--- src/rtl/wb_cmd_master.sv ---
// Single-outstanding Wishbone B4 pipelined initiator: one bus cycle per command, bus timeout.
// Build option: define WB_CMD_MASTER_RETRY_EN to re-issue rty terminations up to MAX_RETRY times.
module wb_cmd_master #(
    parameter int unsigned ADDR_WIDTH = 32,
    parameter int unsigned TIMEOUT    = 255,
    parameter int unsigned MAX_RETRY  = 3
) (
    input  logic                  clk_i,
    input  logic                  rst_n_i,
    input  logic                  cmd_valid_i,
    output logic                  cmd_ready_o,
    input  logic                  cmd_we_i,
    input  logic [ADDR_WIDTH-1:0] cmd_adr_i,
    input  logic [3:0]            cmd_sel_i,
    input  logic [31:0]           cmd_dat_i,
    output logic                  rsp_valid_o,
    input  logic                  rsp_ready_i,
    output logic [31:0]           rsp_dat_o,
    output logic [1:0]            rsp_status_o,
    output logic                  wb_cyc_o,
    output logic                  wb_stb_o,
    output logic [ADDR_WIDTH-1:0] wb_adr_o,
    output logic [3:0]            wb_sel_o,
    output logic                  wb_we_o,
    output logic [31:0]           wb_dat_o,
    input  logic [31:0]           wb_dat_i,
    input  logic                  wb_ack_i,
    input  logic                  wb_err_i,
    input  logic                  wb_rty_i,
    input  logic                  wb_stall_i
);

    localparam int unsigned CntW = (TIMEOUT > 1) ? $clog2(TIMEOUT + 1) : 1;

    localparam logic [1:0] StatOk  = 2'b00;
    localparam logic [1:0] StatErr = 2'b01;
    localparam logic [1:0] StatTmo = 2'b10;
    localparam logic [1:0] StatRty = 2'b11;

    typedef enum logic [2:0] {StIdle, StReq, StWait, StResp, StRetry} state_e;

    state_e                state_q, state_d;
    logic                  live_q;
    logic                  cyc_q, cyc_d;
    logic                  stb_q, stb_d;
    logic [ADDR_WIDTH-1:0] adr_q, adr_d;
    logic [3:0]            sel_q, sel_d;
    logic                  we_q, we_d;
    logic [31:0]           dat_q, dat_d;
    logic [CntW-1:0]       cnt_q, cnt_d;
    logic                  rsp_valid_q, rsp_valid_d;
    logic [31:0]           rsp_dat_q, rsp_dat_d;
    logic [1:0]            rsp_status_q, rsp_status_d;

    logic                  timed_out;
    logic                  respond;
    logic [1:0]            status;
    logic [31:0]           rdata;

`ifdef WB_CMD_MASTER_RETRY_EN
    localparam int unsigned RtyW = (MAX_RETRY > 0) ? $clog2(MAX_RETRY + 1) : 1;
    logic [RtyW-1:0] retry_q, retry_d;
`else
    logic [31:0] unused_max_retry;
    assign unused_max_retry = MAX_RETRY;
`endif

    // Counter holds cycles already spent; this cycle is the TIMEOUT-th one.
    assign timed_out = (TIMEOUT != 0) && ((32'(cnt_q) + 32'd1) == TIMEOUT);

    assign cmd_ready_o  = live_q && (state_q == StIdle);
    assign rsp_valid_o  = rsp_valid_q;
    assign rsp_dat_o    = rsp_dat_q;
    assign rsp_status_o = rsp_status_q;
    assign wb_cyc_o     = cyc_q;
    assign wb_stb_o     = stb_q;
    assign wb_adr_o     = adr_q;
    assign wb_sel_o     = sel_q;
    assign wb_we_o      = we_q;
    assign wb_dat_o     = dat_q;

    always_comb begin
        state_d      = state_q;
        cyc_d        = cyc_q;
        stb_d        = stb_q;
        adr_d        = adr_q;
        sel_d        = sel_q;
        we_d         = we_q;
        dat_d        = dat_q;
        cnt_d        = cnt_q;
        rsp_valid_d  = rsp_valid_q;
        rsp_dat_d    = rsp_dat_q;
        rsp_status_d = rsp_status_q;
        respond      = 1'b0;
        status       = StatOk;
        rdata        = '0;
`ifdef WB_CMD_MASTER_RETRY_EN
        retry_d      = retry_q;
`endif
        unique case (state_q)
            StIdle: begin
                if (cmd_valid_i && live_q) begin
                    adr_d   = cmd_adr_i;
                    sel_d   = cmd_sel_i;
                    we_d    = cmd_we_i;
                    dat_d   = cmd_dat_i;
                    cyc_d   = 1'b1;
                    stb_d   = 1'b1;
                    cnt_d   = '0;
`ifdef WB_CMD_MASTER_RETRY_EN
                    retry_d = '0;
`endif
                    state_d = StReq;
                end
            end
            StReq, StWait: begin
                cnt_d = cnt_q + CntW'(1);
                if (state_q == StReq && !wb_stall_i) begin
                    stb_d   = 1'b0;
                    state_d = StWait;
                end
                if (wb_err_i) begin
                    respond = 1'b1;
                    status  = StatErr;
                end else if (wb_rty_i) begin
`ifdef WB_CMD_MASTER_RETRY_EN
                    if (retry_q < RtyW'(MAX_RETRY)) begin
                        retry_d = retry_q + RtyW'(1);
                        cyc_d   = 1'b0;
                        stb_d   = 1'b0;
                        state_d = StRetry;
                    end else begin
                        respond = 1'b1;
                        status  = StatRty;
                    end
`else
                    respond = 1'b1;
                    status  = StatRty;
`endif
                end else if (wb_ack_i) begin
                    respond = 1'b1;
                    status  = StatOk;
                    if (!we_q) begin
                        rdata = wb_dat_i;
                    end
                end else if (timed_out) begin
                    respond = 1'b1;
                    status  = StatTmo;
                end
            end
            StResp: begin
                if (rsp_ready_i) begin
                    rsp_valid_d = 1'b0;
                    state_d     = StIdle;
                end
            end
            StRetry: begin
`ifdef WB_CMD_MASTER_RETRY_EN
                // One idle cycle with cyc low, then re-issue the same request.
                cyc_d   = 1'b1;
                stb_d   = 1'b1;
                cnt_d   = '0;
                state_d = StReq;
`else
                state_d = StIdle;
`endif
            end
            default: state_d = StIdle;
        endcase

        if (respond) begin
            cyc_d        = 1'b0;
            stb_d        = 1'b0;
            rsp_valid_d  = 1'b1;
            rsp_dat_d    = rdata;
            rsp_status_d = status;
            state_d      = StResp;
        end
    end

    always_ff @(posedge clk_i or negedge rst_n_i) begin
        if (!rst_n_i) begin
            state_q      <= StIdle;
            live_q       <= 1'b0;
            cyc_q        <= 1'b0;
            stb_q        <= 1'b0;
            adr_q        <= '0;
            sel_q        <= '0;
            we_q         <= 1'b0;
            dat_q        <= '0;
            cnt_q        <= '0;
            rsp_valid_q  <= 1'b0;
            rsp_dat_q    <= '0;
            rsp_status_q <= StatOk;
`ifdef WB_CMD_MASTER_RETRY_EN
            retry_q      <= '0;
`endif
        end else begin
            state_q      <= state_d;
            live_q       <= 1'b1;
            cyc_q        <= cyc_d;
            stb_q        <= stb_d;
            adr_q        <= adr_d;
            sel_q        <= sel_d;
            we_q         <= we_d;
            dat_q        <= dat_d;
            cnt_q        <= cnt_d;
            rsp_valid_q  <= rsp_valid_d;
            rsp_dat_q    <= rsp_dat_d;
            rsp_status_q <= rsp_status_d;
`ifdef WB_CMD_MASTER_RETRY_EN
            retry_q      <= retry_d;
`endif
        end
    end

endmodule
--- config.mk ---
export PLATFORM = sky130hd
export DESIGN_NAME = wb_cmd_master
export DESIGN_NICKNAME = d
export VERILOG_FILES = /design/src/rtl/wb_cmd_master.sv
export SDC_FILE = /design/constraint.sdc
export NUM_CORES = 1
export LEC_CHECK = 0
export BUFFER_PORTS_ARGS = -buffer_cell sky130_fd_sc_hd__buf_2
export CORE_MARGIN = 10
export CORE_UTILIZATION = 47
export CTS_CLUSTER_DIAMETER = 120
export DETAILED_ROUTE_END_ITERATION = 8
export PLACE_DENSITY = 0.81
export SKIP_CTS_REPAIR_TIMING = 1
export SLEW_MARGIN = 20
export SYNTH_ARGS = -nofsm -noshare
export SYNTH_HDL_FRONTEND = slang
export SYNTH_SLANG_ARGS = --single-unit
--- constraint.sdc ---
create_clock -name clk_i -period 2.4 [get_ports clk_i]
set_input_delay 0.12 -clock clk_i [delete_from_list [all_inputs] [get_ports clk_i]]
set_output_delay 0.12 -clock clk_i [all_outputs]
set_load 0.005 [all_outputs]
# [Word-level counts from Yosys, hierarchy flattened]
# Cells that the tools add are included.
[op_classes] n_addsub=2 mul=0 div_mod_pow=0 order_cmp=0 eq_ne=8 shift=0 muxes=31 bitwise_logic=0 reduce_logical=18
[op_table] op="two-way mux 32 bit" n=5
[op_table] op="case mux 8 bit (2 select lines)" n=1
[op_table] op="two-way mux 1 bit" n=13
[op_table] op="two-way mux 3 bit" n=4
[op_table] op="two-way mux 2 bit" n=5
[op_table] op="nonzero test 2 bit" n=5
[op_table] op="adder 8 x 1 -> 9 bit, second input constant" n=1
[op_table] op="equality test 9 x 8 -> 1 bit, second input constant" n=1
[op_table] op="case mux 3 bit (3 select lines)" n=1
[op_table] op="adder 8 x 1 -> 8 bit, second input constant" n=1
[op_table] op="two-way mux 8 bit" n=1
[op_table] op="AND reduction 2 bit" n=4
[op_table] op="equality test 3 x 2 -> 1 bit, second input constant" n=2
[op_table] op="inequality test 3 bit, second input constant" n=2
[op_table] op="AND reduction 3 bit" n=2
[op_table] op="equality test 3 x 1 -> 1 bit, second input constant" n=1
[op_table] op="logical AND 1 bit" n=3
[op_table] op="zero test 3 bit" n=1
[op_table] op="inequality test 3 x 2 -> 1 bit, second input constant" n=1
[op_table] op="nonzero test 3 bit" n=1
[op_table] op="inequality test 2 x 1 -> 1 bit, second input constant" n=1
[op_table] op="case mux 1 bit (2 select lines)" n=1
[op_table] op="OR reduction 2 bit" n=1
[op_table] op="zero test 1 bit" n=1
[word_totals] reg_bits=118 latch_bits=0 ram_bits=0 rom_bits=0 in_bits=109 elab_cells=71 n_memories=0

# [Logic depth before layout (Yosys ltp)]
[depth] word_depth=9 ltp_mapped=9

# [Worst setup path before layout]
# No wires, ideal clock.
[synth_timing] path_kind="reg-to-reg" from="register cnt_q[0]" to="register rsp_dat_q[24], in the netlist rsp_dat_o[24]" setup_ns=0.126 t_arrival_ns=1.848 path_slack_ns=0.426 stages_incl_launch_ff=9 n_path_buf=2 cell_sequence="dfrtp_1 > ha_1 > and3_2 > o211ai_1 > and3_4 > o21a_1 > buf_6 > buf_6 > a221o_1"
[synth_between] elab_chain_len=7
[synth_lines] element="start: declaration" line_no="50" text="logic [CntW-1:0] cnt_q, cnt_d;"
[synth_lines] element="start signal: assignment" line_no="207" text="cnt_q <= cnt_d;"
[synth_lines] element="adder 8 x 1 -> 9 bit" line_no="69" text="assign timed_out = (TIMEOUT != 0) && ((32'(cnt_q) + 32'd1) == TIMEOUT);"
[synth_lines] element="equality test 9 x 8 -> 1 bit" line_no="69"
[synth_lines] element="two-way mux 1 bit" line_no="146" text="end else if (timed_out) begin"
[synth_lines] element="two-way mux 1 bit" line_no="140" text="end else if (wb_ack_i) begin"
[synth_lines] element="two-way mux 1 bit" line_no="125" text="end else if (wb_rty_i) begin"
[synth_lines] element="two-way mux 1 bit" line_no="122" text="if (wb_err_i) begin"
[synth_lines] element="two-way mux 1 bit" line_no="100" text="unique case (state_q)"
[synth_lines] element="end signal: assignment" line_no="209" text="rsp_dat_q <= rsp_dat_d;"
[synth_lines] element="end: declaration" line_no="52" text="logic [31:0] rsp_dat_q, rsp_dat_d;"
# Every way passes these cells.
# A chain may end at the register's enable or synchronous reset.

# [Worst setup path in the final report]
[layout_timing] from="register state_q[0]" to="register stb_q, in the netlist wb_stb_o"
[layout_between] elab_chain_len=5 word_cells_on_any_way=12
[layout_lines] element="start: declaration" line_no="42" text="state_e state_q, state_d;"
[layout_lines] element="start signal: assignment" line_no="183" text="state_q <= StIdle;"
[layout_lines] element="start signal: assignment" line_no="199" text="state_q <= state_d;"
[layout_lines] element="equality test 3 x 1 -> 1 bit / equality test 3 x 2 -> 1 bit (equally long branches)" line_no="100, 118"
[layout_lines] element="OR reduction 2 bit" line_no="100"
[layout_lines] element="two-way mux 1 bit" line_no="100"
[layout_lines] element="inequality test 3 bit (no line) (tied with other cells)"
[layout_lines] element="AND reduction 3 bit (no line)"
[layout_lines] element="end signal: assignment" line_no="202" text="stb_q <= stb_d;"
[layout_lines] element="end: declaration" line_no="45" text="logic stb_q, stb_d;"
# Parallel ways exist; a longest one is shown, timed or not.

==> flow_metrics.py <==
metrics = {
    "routing": {
        "highest_layer": "met4",
        "drt_wl_total_mm": 18.4,
        "first_pass_iters": 5,
        "wl_per_cell_um": 21.9,
        "wl_met2_mm": 9.44,
        "remaining_drc_errors": 0,
        "vias_per_cell": 5.35,
        "wl_met1_mm": 6.59,
        "met3WireLength_mm": 1.78,
        "dr_total_vias": 4506,
        "drtIter0Drc": 349,
        "detail-route-antenna-nets": 0,
    },
    "timing": {
        "setup_ws_ps": 272,
        "post-route-period-util_pct": 88.7,
        "rsz0062_at_grt": "no",
        "relSlewSlack_pct": 50.4,
        "tns_ps": 0,
        "finalClockSkew_ps": 8.00,
        "drv_slew": 0,
        "hold_ws_ps": 142,
        "fmax_mhz": 470,
        "hold_viol_final": 0,
        "worst_pin_slew_ps": 745,
        "period_minus_slack_ps": 2130,
        "setup_violations": 0,
    },
    "worst_setup_path": {
        "crit_required_ps": 2800,
        "r2r-start": "state_q[0]$_DFFE_PN0P_",
        "cp.arrival_ps": 2530,
        "r2r-end": "wb_stb_o$_DFFE_PN0P_",
        "critPathCaptureType": "register",
        "ff2ff_setup_slack_ps": 270,
        "cp_max_fo": 11,
        "crit_type": "register to register",
        "r2r_cells": 6,
        "startpoint_type": "register",
    },
    "yosys": {
        "async_flop_share_pct": 100,
        "synth_area_um2": 4920,
        "yosysWarnings": 0,
        "synth_edf_count": 0,
        "yosys.area.top_type": "dfrtp_1",
        "synth_ff_type": "dfrtp_1",
        "synth_nets": 483,
        "netlist_top_cells_count": "117 x dfrtp_1, 69 x mux2_2, 33 x nor2b_1",
        "syn-mean-instance-area_um2": 13.3,
        "synthTopCellsByArea": "dfrtp_1 59%, mux2_2 16%, a221o_1 6.5%, nor2b_1 4.2%, o21ai_0 1.5%",
        "seq_area_frac_synth_pct": 59.5,
        "synth.most_common_cell": "dfrtp_1",
        "ys_ff_latch": 117,
        "synthCells": 369,
        "synth.distinct_cells": 42,
        "synth_top_area_share_pct": 59.5,
    },
    "grt": {
        "grt_pass1_vias": 4351,
        "grt_max_degree": 62,
        "grt_usage_pct": 19.7,
        "antenna_found_initial": 1,
        "grt_pass1_wl_mm": 23.0,
        "grt-ovfl-total": 0,
    },
    "power": {
        "peakVddDrop_uv": 664,
        "p_per_area_nw_per_um2": 1160,
        "power_mw": 8.95,
        "power_leakage_nw": 3.81,
    },
    "clocking": {
        "htreeDepth": 4,
        "cts_made_buffers": 17,
        "clk_pin_slew_worst_paths_ps": 60,
        "cts-root-buf": "clkbuf_8",
        "tritoncts": "done",
        "cts.path.max_buffers": 2,
        "cts.sink_count": 117,
        "clk_latency_ps": 510,
    },
    "worst_hold_path": {
        "hp-start": "wb_stall_i",
        "hold_depth": 4,
        "hold_class": "input pin to register",
        "hold_end": "state_q[1]$_DFFE_PN0P_",
    },
    "die": {
        "start_util_pct": 47.9,
        "rows": 37,
        "die_w_um": 122,
        "die_height_um": 122,
        "core_um2": 10300,
        "dieArea_um2": 15000,
        "ios": 216,
    },
    "placed_design": {
        "place_congestion": 0.855,
        "post-dp-hpwl_mm": 10.9,
        "io_buffers": 215,
        "pre_cts_slack_ps": 341,
    },
    "final_layout": {
        "utilization_pct": 75.3,
        "drive_gt1_share_pct": 46.2,
        "area_growth_pct": 57.1,
        "finalNetCount": 808,
    },
    "run_status": {
        "status": "complete, no violations",
    },
    "run": {
        "cap_violations": 0,
    },
}
==> sequential cells by signal, summed over array words and instances (netlist names), 2 cells and up <==
register	flops
rsp_dat_o	32
state_q	2
wb_sel_o	4
wb_dat_o	32
rsp_status_o	2
wb_adr_o	32
cnt_q	8
==> layout make-up <==
cell class / count / area [um2]
Sequential cell: 117 / 2930
Fill cell: 615 / 2540
Timing Repair Buffer: 328 / 2240
Multi-Input combinational cell: 224 / 1860
Clock buffer: 21 / 449
Tap cell: 136 / 170
Clock inverter: 10 / 58.8
Inverter: 6 / 22.5
Antenna cell: 1 / 2.50
==> worst max path at each step <==
stage / start / endpoint / slack (ps)
final: state_q[0]$_DFFE_PN0P_ / wb_stb_o$_DFFE_PN0P_ / 270
after global routing: state_q[0]$_DFFE_PN0P_ / cnt_q[5]$_DFFE_PN0P_ / 80
after CTS: cnt_q[0]$_DFFE_PN0P_ / rsp_dat_o[8]$_DFFE_PN0P_ / 330
after detailed placement: cnt_q[0]$_DFFE_PN0P_ / rsp_dat_o[12]$_DFFE_PN0P_ / 340
after global placement: cnt_q[0]$_DFFE_PN0P_ / rsp_dat_o[15]$_DFFE_PN0P_ / 420
after floorplan: cnt_q[0]$_DFFE_PN0P_ / rsp_dat_o[24]$_DFFE_PN0P_ / 430
==> metal layers <==
layer / track usage, % / vias to the layer above
met1: 19.9 / 2213
met4: 6.70 / 0
li1: - / 1995
met3: 11.7 / 48
met5: 0 / -
met2: 33.3 / 250
==> cells in the final DEF, fill, tap and decap left out, drive strengths merged, types with 2 or more instances in the layout <==
cell         instances
buf                222
dfrtp              117
dlygate4sd3        106
mux2                69
nor2b               33
a221o               32
clkbuf              21
o21ai               15
nand2               12
nor2                 9
clkinv               8
a21oi                7
inv                  6
nand3                6
ha                   5
nand2b               4
and2                 4
and3                 3
o31ai                2
nand3b               2
o211ai               2
nor3                 2
clkinvlp             2
==> metrics by stage <==
step           instances  area, um2
6_report             843       7740
2_1_floorplan        369       4920
3_5_place_dp         705       6160
5_1_grt              843       7740
3_3_place_gp         705       6160
4_1_cts              736       6670
==> worst max-delay path, cell delays in order, from the launching register on <==
cell	delay [ps]
dfrtp_1	410
inv_1	100
ha_1	260
and3_2	310
a21oi_1	580
a22oi_1	200
o211a_1	140
==> power breakdown <==
part / total (mW) / internal (mW) / switching [mW]
Sequential: 3.43 / 2.80 / 0.627
Combinational: 3.33 / 1.68 / 1.65
Clock: 2.20 / 1.30 / 0.897
Total: 8.95 / 5.78 / 3.17
==> cell families after synthesis <==
family | Yosys count | share of synthesized area (%)
AO/OA/AOI/OAI | 69 | 11.3
multiplexers | 69 | 15.8
adder cells (fa/ha/maj) | 5 | 1.27
XOR/XNOR | 2 | 0.356
buffers and inverters | 28 | 2.85
other | 1 | 0.0762
flip-flops | 117 | 59.5
AND/OR/NAND/NOR | 78 | 8.89
No activity file was read; power rests on OpenSTA's default activity.
